[src/rtl/parity_pkg.sv]
// Shared definitions for the parity serializer: FSM state encoding and parity modes.
package parity_pkg;

  typedef enum logic [2:0] {
    IDLE   = 3'd0,
    START  = 3'd1,
    DATA   = 3'd2,
    PARITY = 3'd3,
    STOP   = 3'd4
  } state_e;

  localparam logic PAR_EVEN = 1'b0;
  localparam logic PAR_ODD  = 1'b1;

endpackage

[src/rtl/word_parity.sv]
// Combinational parity of a DATA_W-bit word; even or odd selected by odd_sel.
module word_parity
  import parity_pkg::*;
#(
  parameter int unsigned DATA_W = 8
) (
  input  logic [DATA_W-1:0] data,
  input  logic              odd_sel,
  output logic              parity
);

  // XOR reduction gives the even-parity bit; odd mode inverts it
  always_comb begin
    parity = (^data) ^ (odd_sel == PAR_ODD);
  end

endmodule

[src/rtl/parity_serializer.sv]
// Framed serial transmitter: start bit, data LSB first, parity bit, stop bit.
module parity_serializer
  import parity_pkg::*;
#(
  parameter int unsigned DATA_W       = 8,
  parameter int unsigned CLKS_PER_BIT = 4
) (
  input  logic              clk,
  input  logic              rst_n,
  input  logic              in_valid,
  output logic              in_ready,
  input  logic [DATA_W-1:0] in_data,
  input  logic              odd_sel,
  output logic              tx,
  output logic              busy,
  output logic              done,
  output logic              parity_out
);

  localparam int unsigned CW = (CLKS_PER_BIT > 1) ? $clog2(CLKS_PER_BIT) : 1;
  localparam int unsigned BW = (DATA_W > 1) ? $clog2(DATA_W) : 1;
  localparam logic [CW-1:0] CLK_LAST = CW'(CLKS_PER_BIT - 1);
  localparam logic [BW-1:0] BIT_LAST = BW'(DATA_W - 1);

  state_e            state_q, state_d;
  logic [CW-1:0]     clk_cnt_q, clk_cnt_d;
  logic [BW-1:0]     bit_cnt_q, bit_cnt_d;
  logic [DATA_W-1:0] shift_q, shift_d;
  logic              tx_q, tx_d;
  logic              busy_q, busy_d;
  logic              done_q, done_d;
  logic              parity_q, parity_d;
  logic              par_calc;
  logic              bit_end;

  // Parity is evaluated on the word being latched so that the registered
  // bit is already valid in the first START cycle.
  word_parity #(
    .DATA_W(DATA_W)
  ) u_word_parity (
    .data   (in_data),
    .odd_sel(odd_sel),
    .parity (par_calc)
  );

  assign in_ready   = (state_q == IDLE);
  assign tx         = tx_q;
  assign busy       = busy_q;
  assign done       = done_q;
  assign parity_out = parity_q;

  // Next-state, counters and shift register; registered outputs are derived
  // from the next state so tx/busy/done line up with the state they describe.
  always_comb begin
    state_d   = state_q;
    clk_cnt_d = clk_cnt_q;
    bit_cnt_d = bit_cnt_q;
    shift_d   = shift_q;
    parity_d  = parity_q;
    bit_end   = (clk_cnt_q == CLK_LAST);

    if (state_q != IDLE) begin
      clk_cnt_d = bit_end ? '0 : clk_cnt_q + 1'b1;
    end

    case (state_q)
      IDLE: begin
        if (in_valid) begin
          shift_d   = in_data;
          parity_d  = par_calc;
          clk_cnt_d = '0;
          bit_cnt_d = '0;
          state_d   = START;
        end
      end
      START: begin
        if (bit_end) state_d = DATA;
      end
      DATA: begin
        if (bit_end) begin
          shift_d = shift_q >> 1;
          if (bit_cnt_q == BIT_LAST) begin
            bit_cnt_d = '0;
            state_d   = PARITY;
          end else begin
            bit_cnt_d = bit_cnt_q + 1'b1;
          end
        end
      end
      PARITY: begin
        if (bit_end) state_d = STOP;
      end
      STOP: begin
        if (bit_end) state_d = IDLE;
      end
      default: state_d = IDLE;
    endcase

    case (state_d)
      START:   tx_d = 1'b0;
      DATA:    tx_d = shift_d[0];
      PARITY:  tx_d = parity_d;
      default: tx_d = 1'b1;
    endcase

    busy_d = (state_d != IDLE);
    done_d = (state_d == STOP) && (clk_cnt_d == CLK_LAST);
  end

  // State and output registers with synchronous active-low reset
  always_ff @(posedge clk) begin
    if (!rst_n) begin
      state_q   <= IDLE;
      clk_cnt_q <= '0;
      bit_cnt_q <= '0;
      shift_q   <= '0;
      tx_q      <= 1'b1;
      busy_q    <= 1'b0;
      done_q    <= 1'b0;
      parity_q  <= 1'b0;
    end else begin
      state_q   <= state_d;
      clk_cnt_q <= clk_cnt_d;
      bit_cnt_q <= bit_cnt_d;
      shift_q   <= shift_d;
      tx_q      <= tx_d;
      busy_q    <= busy_d;
      done_q    <= done_d;
      parity_q  <= parity_d;
    end
  end

endmodule

[config.mk]
export PLATFORM = sky130hd
export DESIGN_NAME = parity_serializer
export DESIGN_NICKNAME = d
export VERILOG_FILES = /design/src/rtl/parity_pkg.sv /design/src/rtl/word_parity.sv /design/src/rtl/parity_serializer.sv
export SDC_FILE = /design/constraint.sdc
export NUM_CORES = 1
export LEC_CHECK = 0
export ABC_CLOCK_PERIOD_IN_PS = 1900
export BUFFER_PORTS_ARGS = -buffer_cell sky130_fd_sc_hd__buf_2
export CORE_MARGIN = 2
export CORE_UTILIZATION = 54
export DETAILED_ROUTE_END_ITERATION = 10
export PLACE_DENSITY_LB_ADDON = 0.05
export SETUP_SLACK_MARGIN = 0.2
export SLEW_MARGIN = 20
export SYNTH_ARGS = -nofsm -noshare
export SYNTH_HDL_FRONTEND = slang
export SYNTH_HIERARCHICAL = 1
export SYNTH_SLANG_ARGS = --single-unit
[constraint.sdc]
create_clock -name clk -period 1.9 [get_ports clk]
set_input_delay 0.285 -clock clk [delete_from_list [all_inputs] [get_ports clk]]
set_output_delay 0.285 -clock clk [all_outputs]
set_load 0.03 [all_outputs]
==> results of run 1 <==
## layout make-up
type	instances	area share (%)
tap	25	2.55
multi-input combinational	75	49.1
inverter	3	0.918
timing repair buffer	26	12.9
sequential	20	32.8
clock buffer	3	1.84
## metrics by stage
step / instance area [um^2] / std cells / utilization (%) / total power, uW
2_1_floorplan: 1050 / 105 / - / 577
3_3_place_gp: 1160 / 146 / 65.7 / 617
3_5_place_dp: 1160 / 146 / 65.7 / 620
4_1_cts: 1190 / 149 / 67.4 / 820
5_1_grt: 1230 / 152 / 69.5 / 853
6_report: 1230 / 152 / 69.5 / 813
## registers in the layout (all words and copies together), names as in the netlist
| register | count |
|---|---|
| bit_cnt_q | 3 |
| busy | 1 |
| clk_cnt_q | 2 |
| done | 1 |
| parity_out | 1 |
| shift_q | 8 |
| state_q | 3 |
| tx | 1 |
## logic make-up (layout without fill, tap and decap cells)
family / count (synthesis) / in the layout
xor gates and xnor gates: 8 / 8
adders and majority gates: 3 / 3
AOI/OAI and AO/OA: 26 / 26
muxes: 2 / 2
DFF: 20 / 20
and+or+nand+nor: 36 / 36
buffers and inverters: 10 / 32
## layer usage
metal	track usage (%)	routed length [um]	up-vias
li1	-	-	424
met1	28.2	1010	378
met2	31.7	943	13
met3	7.17	61	5
met4	9.19	37	0
met5	0	0	-
## cell usage in the layout (no fill, tap or decap), types with 4 or more instances in the layout
cell type  netlist  layout
xnor2_1          5       5
a21boi_0        10      10
a22oi_1          7       7
nor2b_1          4       4
nor2_1           4       4
nand2_1         10      10
dfxtp_1         20      19
buf_2            3      15
buf_4            0      11
## worst max path at each step
stage	slack, ns	endpoint	from
CTS	0.20	tx$_SDFF_PN1_	clk_cnt_q[0]$_SDFF_PN0_
global placement	0.19	tx$_SDFF_PN1_	clk_cnt_q[0]$_SDFF_PN0_
detailed placement	0.14	tx$_SDFF_PN1_	clk_cnt_q[0]$_SDFF_PN0_
floorplan	0.28	tx$_SDFF_PN1_	clk_cnt_q[0]$_SDFF_PN0_
global route	0.21	done$_SDFF_PN0_	state_q[2]$_SDFF_PN0_
finish	0.28	done$_SDFF_PN0_	state_q[2]$_SDFF_PN0_
## timing repair
action	in CTS	in global routing
gates resized for setup	3	3
setup buffers	0	3
setup endpoints to repair	2	5
cloned	0	0
## power groups by stage
stage	sequential [uW]	clock, uW	combinational [uW]
detailed placement	461	0	159
global placement	460	0	157
floorplan	471	0	106
CTS	452	207	161
global route	454	221	179
finish	452	197	164
## tightest hold or removal path: cells and delay by family
family / cells / cell delay, ns
buffers and inverters: 1 / 0.10
AND/OR/NAND/NOR: 1 / 0.11
AO/OA/AOI/OAI: 1 / 0.07
==> impl_metrics.ini, run 1 <==
[status]
status = finished, final reports clean

[setup_path]
cp-start-kind = flip-flop
r2r_slack_ns = 0.28
rr_endpoint = done$_SDFF_PN0_
critPathMaxStageDelay_ns = 0.64
worstPathMaxFanout = 9
ff2ff_path_depth = 3
r2r-start = state_q[2]$_SDFF_PN0_
critical_path.slowest_cell = or4b_2
critPathBufInv = 1
cp-end-kind = flip-flop
path_depth = 3
critPathKind = reg -> reg
path_cells = buf_4, or4b_2, nor3b_1
cpLargestDelayFamily = simple AND/OR/NAND/NOR gates
worst_ep_required_time_ns = 2.12
cp.arrival_ns = 1.84

[synth]
syn_area_um2 = 1040
yosysSeqAreaShare_pct = 38.3
ys_types = 39
synthArstFlopShare_pct = 0
synth_compound_area_share_pct = 19.8
synth_edf_count = 0
synth_area_leader_cell = dfxtp_1
yosys-mux-area-fraction_pct = 2.04
synth_most_common_cell = dfxtp_1
yosysWarnings = 6
synth_area_leaders = dfxtp_1 38%, a21boi_0 7.2%, a22oi_1 5.0%
yosysTopAreaCellShare_pct = 38.3
ys_top_cells_by_count = 20 x dfxtp_1, 10 x a21boi_0, 10 x nand2_1, 7 x a22oi_1, 5 x xnor2_1
synth_top_family_by_area = simple AND/OR/NAND/NOR gates
synth_simple_gate_area_share_pct = 21.2
ys_ff_latch = 20
syn-instance-count = 105
synth_xor_area_share_pct = 8.74
syn_nets = 120
synth-main-ff-cell = dfxtp_1
synthAdderAreaFrac_pct = 3.59
avgSynthCellArea_um2 = 9.95

[floorplanning]
start_util_pct = 59.2
dieArea_um2 = 2300
std_cell_rows = 15
io_pins = 17
die_y_um = 48.0
core-area_um2 = 1760
fp.dieW_um = 48.0

[global_routing]
grt_pass1_vias = 743
gr-usage-all-layers_pct = 21.4
grt_start_max_net_pins = 20
antenna_found_initial = 0
grt_pass1_wl_um = 3310
grt_overflow_total = 0

[sta]
hold_violations = 0
hold-worst-slack_ns = 0.299
final-setup-viol-count = 0
worst_slack_ns = 0.281
fin_crit_ns = 1.62
slew_headroom_pct = 71.7
fmax_mhz = 618
fin_setup_tns_ns = 0
worst_slew_pin_slew_ns = 0.423
fin_crit_sh_pct = 85.2
clock_skew_ns = 0.00152
rsz0062_at_grt = no
drv_slew = 0

[finish]
layout-drive-gt1-share_pct = 33.9
regArea_um2 = 402
num-nets-final = 144
diodes = 0
multi_input_area_um2 = 602
fillers = 148
layout-area-overhead-vs-synth_pct = 17.4

[power]
vdd_drop_max_v = 0.000527
comb_power_share_pct = 20.1
p_per_area_nw_per_um2 = 663
power.switching_uw = 216
intPower_uw = 597
power_frac_seq_pct = 55.6
swShare_pct = 26.6
p_leak_uw = 0.000520
clockPowerShare_pct = 24.2

[detailed_routing]
vias = 820
first_pass_iters = 4
ant_nets = 0
wirelength_um = 2050
drtIter0Drc = 20
drcViolationCount = 0
wire_per_inst_um = 13.5
via_per_inst = 5.39

[clock_network]
clock_path_buffers = 2
htree_num_levels = 1
clock_sinks = 20
cts_root_buffer = clkbuf_4
numCtsBuffers = 3
cts_hold_buf = 0
clk_latency_ns = 0.30
cts_tree = done
path_clk_slew_ns = 0.10

[hold_path]
hold_path.startpoint = in_data[7]
min_to = shift_q[7]$_SDFFE_PN0P_
hold_depth = 3
min_path_type = in -> reg

[placement]
gp_congestion = 0.757
dpl.hpwl_um = 1440
post-place-ws_ns = 0.140
portBuffers = 16

[run]
drv_cap = 0
(Power assumes the default switching activity.)
==> run 2, diff against run 1 <==
--- a/config.mk
+++ b/config.mk
@@ -7,13 +7,14 @@
 export LEC_CHECK = 0
 export ABC_CLOCK_PERIOD_IN_PS = 1900
 export BUFFER_PORTS_ARGS = -buffer_cell sky130_fd_sc_hd__buf_2
+export CORE_ASPECT_RATIO = 0.9
 export CORE_MARGIN = 2
-export CORE_UTILIZATION = 54
+export CORE_UTILIZATION = 53
+export CTS_CLUSTER_SIZE = 12
 export DETAILED_ROUTE_END_ITERATION = 10
 export PLACE_DENSITY_LB_ADDON = 0.05
 export SETUP_SLACK_MARGIN = 0.2
 export SLEW_MARGIN = 20
 export SYNTH_ARGS = -nofsm -noshare
 export SYNTH_HDL_FRONTEND = slang
-export SYNTH_HIERARCHICAL = 1
 export SYNTH_SLANG_ARGS = --single-unit
==> run 2 against run 1 <==
  * Non-clock buffer count decreased by 4
  * Global-route usage decreased by 3.5 points
  * Combinational power barely moved
  * Synthesized cell count up 0.95%
  * Clock skew up 0.0024 ns
  * Highest routed layer unchanged
  * Flip-flop and latch count unchanged
==> impl_metrics.ini, run 2 <==
[sta]
fmax_mhz = 615
hold_violations = 0
rsz0062_at_grt = no
slew_headroom_pct = 70.3
drv_slew = 0
fin_crit_ns = 1.63
clock_skew_ns = 0.00387
worst_slew_pin_slew_ns = 0.443
final-setup-viol-count = 0
fin_setup_tns_ns = 0
hold-worst-slack_ns = 0.184
fin_crit_sh_pct = 85.6

[global_routing]
grt_pass1_vias = 657
grt_start_max_net_pins = 13
grt_overflow_total = 0
grt_pass1_wl_um = 2910
antenna_found_initial = 0
gr-usage-all-layers_pct = 17.9

[synth]
synth_area_leaders = dfxtp_1 41%, a21oi_1 6.7%, a22oi_1 5.4%
avgSynthCellArea_um2 = 9.22
syn-instance-count = 106
synthArstFlopShare_pct = 0
synth_area_leader_cell = dfxtp_1
synth_edf_count = 0
synth_most_common_cell = dfxtp_1
yosysSeqAreaShare_pct = 41.0
ys_ff_latch = 20
ys_top_cells_by_count = 20 x dfxtp_1, 13 x a21oi_1, 12 x nand2_1, 10 x nor2_1, 7 x a22oi_1
synth-main-ff-cell = dfxtp_1
syn_area_um2 = 977
yosysWarnings = 0
syn_nets = 121
ys_types = 34
yosysTopAreaCellShare_pct = 41.0

[power]
vdd_drop_max_v = 0.000587
p_per_area_nw_per_um2 = 721
power_uw = 807
p_leak_uw = 0.000465

[detailed_routing]
wirelength_um = 1900
drtIter0Drc = 13
vias = 820
first_pass_iters = 4
ant_nets = 0
drcViolationCount = 0
via_per_inst = 5.50
wire_per_inst_um = 12.8

[setup_path]
cp-start-kind = flip-flop
worstPathMaxFanout = 6
cp.arrival_ns = 1.34
worst_ep_required_time_ns = 1.62
cpLargestDelayFamily = buffers and inverters
critPathKind = reg -> out
critPathMaxStageDelay_ns = 0.37
cp-end-kind = output port
critPathBufInv = 2
critical_path.slowest_cell = dfxtp_1
path_cells = buf_4, nor3_4, buf_2

[floorplanning]
start_util_pct = 57.5
std_cell_rows = 14
fp.dieW_um = 49.3
die_y_um = 44.7
io_pins = 17
dieArea_um2 = 2200
core-area_um2 = 1700

[hold_path]
min_path_type = in -> reg

[finish]
num-nets-final = 142
largest_reg_flops = 8
layout_common_cells = 18 x dfxtp_1, 16 x buf_2, 13 x a21oi_1, 12 x nand2_1, 10 x nor2_1
layout-area-overhead-vs-synth_pct = 14.6
top_regs = shift_q: 8 flops, bit_cnt_q: 3 flops, state_q: 3 flops
layout-drive-gt1-share_pct = 26.4
final_common_cell = dfxtp_1
diodes = 0
post-route-util_pct = 65.9
stdcell_count = 149
top_register = shift_q

[clock_network]
cts_root_buffer = clkbuf_4
path_clk_slew_ns = 0.10
clk_latency_ns = 0.29
clock_path_buffers = 2
clock_sinks = 20
cts_tree = done
numCtsBuffers = 3
htree_num_levels = 1

[placement]
gp_congestion = 0.822
portBuffers = 16
dp_cells = 145
dpl.hpwl_um = 1390

[status]
status = finished, final reports clean

[run]
drv_cap = 0
==> run 2: power by group <==
| part | internal (uW) | leakage (uW) | total (uW) | switching, uW |
|---|---|---|---|---|
| sequential | 440 | 0.000165 | 453 | 12.9 |
| combinational | 74.8 | 0.000287 | 161 | 85.9 |
| clock | 73.9 | 0.0000138 | 193 | 119 |
| total | 589 | 0.000465 | 807 | 218 |
==> run 2: timing repair <==
| item | CTS | global route |
|---|---|---|
| pin swaps | 1 | 1 |
| setup endpoints to repair | 1 | 3 |
| hold buffers | 0 | 0 |
| setup buffers | 1 | 0 |
| gates resized for setup | 0 | 4 |
==> run 2: cell families after synthesis <==
group | after synthesis | share of synthesized area [%]
xor+xnor | 8 | 9.35
compound gates | 27 | 16.8
fa+ha+maj | 3 | 3.84
flops | 20 | 41.0
buf+inv | 8 | 5.25
simple gates | 40 | 23.8
==> run 2: layout make-up <==
class	count	area, um^2
well taps	24	30.0
fillers	164	579
clock buffers	3	22.5
inverters	2	7.51
flip-flops and latches	20	403
multi-input cells	78	532
repair buffers	22	125
==> run 2: layer usage <==
metal | track usage [%] | wire [um] | up-vias
li1 | - | - | 416
met1 | 24.7 | 953 | 377
met2 | 26.2 | 842 | 25
met3 | 5.96 | 93 | 2
met4 | 6.86 | 13 | 0
met5 | 0 | 0 | -
==> run 2: worst reg2reg max path, stage by stage, from the launching register on <==
cell and delay (ns):
dfxtp_1 0.40, ha_1 0.18, and4bb_2 0.43, a22oi_1 0.13
and4_1 0.18, o31ai_1 0.22
==> run 2: worst paths after layout <==
| path | from | to | slack, ns | depth (start not counted) |
|---|---|---|---|---|
| worst max-delay path | state_q[0]$_SDFF_PN0_ | in_ready | 0.27 | 3 |
| worst min-delay path | rst_n | tx$_SDFF_PN1_ | 0.18 | 2 |
| worst max register to register | clk_cnt_q[0]$_SDFF_PN0_ | tx$_SDFF_PN1_ | 0.28 | 5 |
| worst min register to register | shift_q[2]$_SDFFE_PN0P_ | shift_q[2]$_SDFFE_PN0P_ | 0.47 | 2 |
==> run 2: through the flow <==
step / instance area, um^2 / worst slack, ns
final: 1120 / 0.274
after global routing: 1120 / 0.208
after CTS: 1110 / 0.213
after detailed placement: 1080 / 0.191
after global placement: 1080 / 0.264
after floorplan: 977 / 0.321
==> run 3, diff against run 2 <==
==> constraint.sdc (replaced) <==
create_clock -name clk -period 1.9 [get_ports clk]
set_input_delay 0.475 -clock clk [delete_from_list [all_inputs] [get_ports clk]]
set_output_delay 0.475 -clock clk [all_outputs]
set_load 0.03 [all_outputs]
==> run 3 against run 2 <==
  * Cell count rose by 2.7%
  * Maximum frequency fell by 2.5%
  * Wire length fell by 0.42%
  * Power rose by 20%
  * Largest power group unchanged
  * Final area rose by 5.6%
  * Via count fell by 2.2%
  * Non-clock buffer count rose by 3
==> impl_metrics.ini, run 3 (same netlist as run 2, synthesis figures left out) <==
[status]
status = finished, final reports clean

[placement]
gp_congestion = 0.821
post-place-ws_ns = 0.0901
placed_cell_area_um2 = 1090
dp_cells = 146
portBuffers = 16
dpl.hpwl_um = 1410

[global_routing]
grt_pass1_vias = 733
grt_overflow_total = 0
antenna_found_initial = 0
grt_start_max_net_pins = 13
gr-usage-all-layers_pct = 19.4
grt_pass1_wl_um = 3150

[detailed_routing]
first_pass_iters = 4
ant_nets = 0
vias = 802
wirelength_um = 1900
drcViolationCount = 0
via_per_inst = 5.24
drtIter0Drc = 12
wire_per_inst_um = 12.4

[hold_path]
hold_depth = 2
min_to = tx$_SDFF_PN1_
min_path_type = in -> reg
hold_path.startpoint = rst_n

[sta]
fin_crit_sh_pct = 87.8
slew_headroom_pct = 74.9
fin_setup_tns_ns = 0
fmax_mhz = 600
rsz0062_at_grt = no
hold_violations = 0
worst_slew_pin_slew_ns = 0.375
hold-worst-slack_ns = 0.370
fin_crit_ns = 1.67
drv_slew = 0
clock_skew_ns = 0.0104
worst_slack_ns = 0.232
final-setup-viol-count = 0

[finish]
diodes = 0
top_regs = shift_q: 8 flops, bit_cnt_q: 3 flops, state_q: 3 flops
fin_area_um2 = 1180
layout_common_cells = 18 x dfxtp_1, 15 x buf_2, 13 x a21oi_1, 12 x nand2_1, 10 x nor2_1
layout-drive-gt1-share_pct = 28.7
largest_reg_flops = 8
final_common_cell = dfxtp_1
stdcell_count = 153
num-nets-final = 145
top_register = shift_q
multi_input_area_um2 = 536
regArea_um2 = 403
fillers = 142
layout-area-overhead-vs-synth_pct = 21.0

[floorplanning]
io_pins = 17
die_y_um = 44.7
std_cell_rows = 14
dieArea_um2 = 2200
core-area_um2 = 1700
fp.dieW_um = 49.3
start_util_pct = 57.5

[power]
power.switching_uw = 231
intPower_uw = 737
clockPowerShare_pct = 35.4
swShare_pct = 23.9
p_per_area_nw_per_um2 = 819
p_leak_uw = 0.000497
power_frac_seq_pct = 46.8
comb_power_share_pct = 17.8
vdd_drop_max_v = 0.000759

[clock_network]
htree_num_levels = 1
clock_sinks = 20
numCtsBuffers = 3
path_clk_slew_ns = 0.12
clock_path_buffers = 2
clk_latency_ns = 0.30
cts_root_buffer = clkbuf_4
cts_tree = done

[setup_path]
critical_path.slowest_cell = dfxtp_1
r2r-start = clk_cnt_q[0]$_SDFF_PN0_
cp-end-kind = output port
cp-start-kind = flip-flop
path_cells = buf_4, nor3_4, buf_6
worstPathMaxFanout = 6
worst_ep_required_time_ns = 1.42
rr_endpoint = busy$_SDFF_PN0_
cp.arrival_ns = 1.19
ff2ff_path_depth = 7
critPathKind = reg -> out
critPathMaxStageDelay_ns = 0.37
r2r_slack_ns = 0.30

[run]
drv_cap = 0
==> run 3: cell types whose count changed in the layout (fill, tap and decap cells not counted), sizes merged <==
cell,before,now
bufinv,0,1
buf,22,25
==> run 3: how the worst max path moves through the flow <==
| stage | cells after the start | end | from | slack, ns |
|---|---|---|---|---|
| 2_1_floorplan | 5 | tx$_SDFF_PN1_ | in_data[0] | 0.31 |
| 3_3_place_gp | 6 | tx$_SDFF_PN1_ | in_data[0] | 0.16 |
| 3_5_place_dp | 6 | tx$_SDFF_PN1_ | in_data[0] | 0.09 |
| 4_1_cts | 3 | in_ready | state_q[2]$_SDFF_PN0_ | 0.20 |
| 5_1_grt | 7 | busy$_SDFF_PN0_ | bit_cnt_q[0]$_SDFFE_PN0P_ | 0.19 |
| 6_report | 3 | in_ready | state_q[0]$_SDFF_PN0_ | 0.23 |
==> run 3: layout make-up <==
cell class                 instances  share of cell area, %
sequential                        20                   34.1
multi-input combinational         78                   45.3
timing repair buffer              25                   13.0
clock inverter                     1                   2.54
inverter                           2                  0.635
tap                               24                   2.54
clock buffer                       3                   1.90
==> run 3: stage by stage <==
step | total power, uW | utilization (%)
floorplan | 576 | -
global placement | 619 | 64.1
global route | 1010 | 69.6
detailed placement | 623 | 64.1
finish | 968 | 69.6
CTS | 971 | 68.4
==> run 3: layer usage <==
metal  vias up  wire length [um]  track usage (%)  share of wire [%]
met5         -                 0                0                  0
met4         0                11             6.29               0.58
met3         2                92             6.95                4.9
met2        16               875             30.0                 46
met1       362               915             25.5                 48
li1        422                 -                -                  -
==> run 3: critical path, delay by kind of cell (launching register included) <==
family	cells	cell delay (ns)
DFF	1	0.37
buffers and inverters	2	0.34
and+or+nand+nor	1	0.18
==> run 3: power groups by stage <==
stage                     Combinational, uW  Clock [uW]  Sequential [uW]
after floorplan                         104           0              472
after global placement                  158           0              461
after detailed placement                161           0              462
after CTS                               167         351              452
after global routing                    189         364              455
final                                   172         343              453
==> run 3: timing repair <==
| item | in CTS | in global routing |
|---|---|---|
| hold endpoints to repair | 0 | 0 |
| hold buffers | 0 | 0 |
| setup buffers | 1 | 2 |
| resized for setup | 4 | 3 |
| endpoints found under the setup margin | 2 | 3 |
| pin swaps | 2 | 2 |
